`src/rtl/cluster_wake_req_buffer.sv`:
```
// Request front-end for the cluster slave port: pass-through when awake,
// one-deep buffer plus wake/guard/replay sequence while the cluster is isolated.
module cluster_wake_req_buffer #(
    parameter int ADDR_WIDTH = 32,
    parameter int DATA_WIDTH = 32,
    parameter int BE_WIDTH   = DATA_WIDTH / 8,
    parameter int WAKE_GUARD = 2
) (
    input  logic                  clk_i,
    input  logic                  rstn_i,
    input  logic                  isolate_cluster_i,
    output logic                  incoming_req_o,
    output logic                  busy_o,
    input  logic                  slv_req_i,
    input  logic [ADDR_WIDTH-1:0] slv_add_i,
    input  logic                  slv_wen_i,
    input  logic [DATA_WIDTH-1:0] slv_wdata_i,
    input  logic [BE_WIDTH-1:0]   slv_be_i,
    output logic                  slv_gnt_o,
    output logic                  mst_req_o,
    output logic [ADDR_WIDTH-1:0] mst_add_o,
    output logic                  mst_wen_o,
    output logic [DATA_WIDTH-1:0] mst_wdata_o,
    output logic [BE_WIDTH-1:0]   mst_be_o,
    input  logic                  mst_gnt_i
);

    localparam int CW = (WAKE_GUARD > 0) ? $clog2(WAKE_GUARD + 1) : 1;

    typedef enum logic [1:0] {
        IDLE,
        WAKE,
        GUARD,
        FWD
    } state_e;

    state_e                state_q, state_d;
    logic [CW-1:0]         cnt_q, cnt_d;
    logic                  capture;
    logic [ADDR_WIDTH-1:0] add_q;
    logic                  wen_q;
    logic [DATA_WIDTH-1:0] wdata_q;
    logic [BE_WIDTH-1:0]   be_q;

    always_ff @(posedge clk_i or negedge rstn_i) begin
        if (!rstn_i) begin
            state_q <= IDLE;
            cnt_q   <= '0;
            add_q   <= '0;
            wen_q   <= 1'b0;
            wdata_q <= '0;
            be_q    <= '0;
        end else begin
            state_q <= state_d;
            cnt_q   <= cnt_d;
            if (capture) begin
                add_q   <= slv_add_i;
                wen_q   <= slv_wen_i;
                wdata_q <= slv_wdata_i;
                be_q    <= slv_be_i;
            end
        end
    end

    always_comb begin
        state_d        = state_q;
        cnt_d          = cnt_q;
        capture        = 1'b0;
        incoming_req_o = 1'b0;
        slv_gnt_o      = 1'b0;
        mst_req_o      = 1'b0;
        mst_add_o      = add_q;
        mst_wen_o      = wen_q;
        mst_wdata_o    = wdata_q;
        mst_be_o       = be_q;
        unique case (state_q)
            IDLE: begin
                mst_add_o   = '0;
                mst_wen_o   = 1'b0;
                mst_wdata_o = '0;
                mst_be_o    = '0;
                if (!isolate_cluster_i) begin
                    mst_req_o      = slv_req_i;
                    mst_add_o      = slv_add_i;
                    mst_wen_o      = slv_wen_i;
                    mst_wdata_o    = slv_wdata_i;
                    mst_be_o       = slv_be_i;
                    slv_gnt_o      = mst_gnt_i;
                    incoming_req_o = slv_req_i;
                end else if (slv_req_i) begin
                    // Accept now; the cluster sees it only after wake-up
                    slv_gnt_o      = 1'b1;
                    incoming_req_o = 1'b1;
                    capture        = 1'b1;
                    state_d        = WAKE;
                end
            end
            WAKE: begin
                incoming_req_o = 1'b1;
                if (!isolate_cluster_i) begin
                    if (WAKE_GUARD == 0) begin
                        state_d = FWD;
                    end else begin
                        state_d = GUARD;
                        cnt_d   = CW'(WAKE_GUARD);
                    end
                end
            end
            GUARD: begin
                incoming_req_o = 1'b1;
                if (isolate_cluster_i) begin
                    state_d = WAKE;
                end else begin
                    cnt_d = cnt_q - CW'(1);
                    if (cnt_q == CW'(1)) state_d = FWD;
                end
            end
            FWD: begin
                incoming_req_o = 1'b1;
                if (isolate_cluster_i) begin
                    state_d = WAKE;
                end else begin
                    mst_req_o = 1'b1;
                    if (mst_gnt_i) state_d = IDLE;
                end
            end
            default: state_d = IDLE;
        endcase
    end

    assign busy_o = (state_q != IDLE);

endmodule

```
`config.mk`:
```
export PLATFORM = sky130hd
export DESIGN_NAME = cluster_wake_req_buffer
export DESIGN_NICKNAME = d
export VERILOG_FILES = /design/src/rtl/cluster_wake_req_buffer.sv
export SDC_FILE = /design/constraint.sdc
export NUM_CORES = 1
export LEC_CHECK = 0
export BUFFER_PORTS_ARGS = -buffer_cell sky130_fd_sc_hd__buf_2
export CAP_MARGIN = 10
export CORE_MARGIN = 1.5
export CORE_UTILIZATION = 30
export CTS_CLUSTER_DIAMETER = 200
export DETAILED_ROUTE_END_ITERATION = 10
export PLACE_DENSITY = 0.59
export SYNTH_ARGS = -nofsm -noshare
export SYNTH_HDL_FRONTEND = slang
export SYNTH_SLANG_ARGS = --single-unit
```
`constraint.sdc`:
```
create_clock -name clk_i -period 1.5 [get_ports clk_i]
set_input_delay 0 -clock clk_i [delete_from_list [all_inputs] [get_ports clk_i]]
set_output_delay 0 -clock clk_i [all_outputs]
set_load 0.01 [all_outputs]
```
==> impl_metrics.env <==
export IMPL_outcome="finished with violations"
export IMPL_violations="design-rule violations, negative setup slack"
export IMPL_drcViolationCount=11
export IMPL_min_period_ns=1.77
export IMPL_synthCells=269
export IMPL_n_antenna_cell=0
export IMPL_synth_area_mm2=0.00358
export IMPL_whs_ns=0.156
export IMPL_crit_path_cell_trace="inv_2 -> ha_4 -> nor2b_4 -> buf_6 -> buf_12 -> clkbuf_16 -> a22o_1 -> buf_2"
export IMPL_synth_xor_area_frac=0
export IMPL_synth_seq_cells=73
export IMPL_synthArstFlopShare=1.00
export IMPL_vias=3241
export IMPL_io_pin_count=147
export IMPL_synth_compound_area_frac=0.183
export IMPL_clkSlewWorstSetupHoldPaths_ns=0.05
export IMPL_arrival_ns=1.77
export IMPL_synth_top_family_by_area="multiplexers"
export IMPL_die_area_mm2=0.0126
export IMPL_syn_nets=349
export IMPL_fin_crit_sh=1.18
export IMPL_synth_simple_area_share=0.0251
export IMPL_drt_iter0_markers=128
export IMPL_path_max_fanout=5
export IMPL_worst_slack_ns=-0.274
export IMPL_hpwl_mm=5.69
export IMPL_max_freq_mhz=564
export IMPL_critPathKind="reg2out"
export IMPL_area_growth_pct=75.5
export IMPL_place_congestion=0.809
export IMPL_required_ns=1.50
export IMPL_finalMaxSlewViolations=0
export IMPL_grt_overflow=0
export IMPL_htreeDepth=3
export IMPL_vdd_ir_drop_max_v=0.000984
export IMPL_start_util=0.311
export IMPL_finalWirelength_mm=11.0
export IMPL_synth_main_ff_cell="dfrtp_1"
export IMPL_final_layout_size_suffix_gt1_frac=0.546
export IMPL_ys_seq_area_frac=0.510
export IMPL_p_leak_nw=3.02
export IMPL_grt_start_max_net_pins=40
export IMPL_finalSetupTns_ns=-27.51
export IMPL_rsz0062_at_grt="true"
export IMPL_cts_tree="done"
export IMPL_synth_distinct_cells=27
export IMPL_synth_edf_count=0
export IMPL_synthMuxAreaShare=0.222
export IMPL_power_mw=12.8
export IMPL_cts_buffer_depth=2
export IMPL_hp_class="in2async"
export IMPL_port_buffers=146
export IMPL_cts_root_buf="clkbuf_16"
export IMPL_utilization=0.546
export IMPL_floorplan_core_area_mm2=0.0115
export IMPL_crit_path_end_kind="output port"
export IMPL_synth_adder_area_share=0.0209
export IMPL_viasPerCell=4.87
export IMPL_grt_pass1_vias=3413
export IMPL_cellPowerDensity_mw_per_mm2=2030
export IMPL_ys_warn_count=0
export IMPL_ant_nets=0
export IMPL_path_buf_inv=5
export IMPL_cp_slowest_stage_delay_ns=0.36
export IMPL_drt_pass1_iter_count=7
export IMPL_finalHoldViolCount=0
export IMPL_setup_violations=141
export IMPL_rows=39
export IMPL_startpoint_type="flip-flop"
export IMPL_max_cap_viol_count=0
export IMPL_max_slew_margin_rel=0.686
export IMPL_grtUsageTotal=0.179
export IMPL_syn_avg_cell_area_um2=13.3
export IMPL_grt_pass1_wl_mm=17.3
export IMPL_fillers=964
export IMPL_fp_dieH_um=112
export IMPL_worst_slew_pin_slew_ns=0.470
export IMPL_post_drt_wl_per_cell_um=16.6
export IMPL_antenna_found_initial=0
export IMPL_fin_nets=598
export IMPL_clock_latency_ns=0.34
export IMPL_die_w_um=112
export IMPL_slowest_stage="dfrtp_1"
export IMPL_path_delay_family="buffers and inverters"
export IMPL_place_ws_ns=-0.0154
export IMPL_cts_made_buffers=9
export IMPL_skew_ns=0.00536
export IMPL_clock_sinks=73
## placed cells by master, fill, tap and decap left out, types with 4 or more instances in the layout
cell type      instances
clkbuf_16             11
a22o_1                68
nand2b_1               4
dlygate4sd3_1         70
buf_16                15
buf_6                 10
buf_2                143
buf_12                10
mux2_2                69
buf_4                 10
dfrtp_1               73
## stage by stage
step | std cells | cell area [um2]
after floorplan | 269 | 3590
after global placement | 547 | 4570
after detailed placement | 547 | 4570
after CTS | 660 | 6170
after global routing | 665 | 6290
final | 665 | 6290
## flip-flops by register name, summed over array words and instances, names as in the netlist
name,count
wen_q,1
state_q,2
cnt_q,2
wdata_q,32
add_q,32
be_q,4
## routing by layer
metal	track usage	vias up	part of all wire
li1	-	1525	-
met2	0.301	110	0.49
met4	0.0954	0	0.032
met1	0.214	1583	0.42
met3	0.0405	23	0.056
met5	0	-	0
## cell type report
type                            count  area (um2)  area share
Timing Repair Buffer              261        2300       0.365
Sequential cell                    73        1830       0.290
Multi-Input combinational cell    169        1680       0.267
Clock buffer                       13         270      0.0430
Tap cell                          143         179      0.0284
Inverter                            4        22.5     0.00358
Clock inverter                      2        12.5     0.00199
## worst reg2reg max path, delay by kind of cell (launching register included)
family,cells,cell delay [ns]
flip-flops,1,0.36
AND/OR/NAND/NOR,2,0.35
buffers and inverters,3,0.32
multiplexers,1,0.23
AO/OA/AOI/OAI,1,0.20
adder cells (fa/ha/maj),1,0.16
## kinds of logic (layout without fill, tap and decap cells)
family,Yosys count,after routing
buffers and inverters,27,280
and+or+nand+nor,15,15
muxes,71,71
adders and majority gates,6,6
DFF,73,73
AOI/OAI and AO/OA,77,77
## synth_stat cells, types with 3 or more instances
library cell | number | area [um2]
dfrtp_1 | 73 | 1830
mux2_2 | 69 | 777
a22o_1 | 68 | 596
buf_2 | 12 | 60.1
clkbuf_1 | 7 | 26.3
ha_1 | 6 | 75.1
nand2b_1 | 4 | 25.0
inv_1 | 3 | 11.3
nor2_1 | 3 | 11.3
## worst paths after layout
path,slack (ns),to,startpoint,cells after the start
min reg2reg,0.50,add_q[19],add_q[19],1
min,0.16,add_q[22],rstn_i,2
min in group clk_i,0.16,cnt_q[0],isolate_cluster_i,3
max in group asynchronous,0.77,wdata_q[18],rstn_i,3
max,-0.27,mst_wdata_o[25],state_q[0],8
max reg2reg,-0.20,state_q[0],state_q[0],8
## what timing repair did
| item | 4_1_cts | 5_1_grt |
|---|---|---|
| pin swaps | 3 | 1 |
| cloned | 15 | 2 |
| hold endpoints to repair | 103 | 0 |
| setup endpoints to repair | 131 | 144 |
| hold buffers | 70 | 0 |
| setup buffers | 13 | 3 |
| resized for setup | 31 | 10 |
## where the power goes
group	internal, mW	switching [mW]	total [mW]
clock	1.24	0.787	2.03
combinational	4.22	3.07	7.29
sequential	2.97	0.495	3.47
No activity file was read; power rests on OpenSTA's default activity.
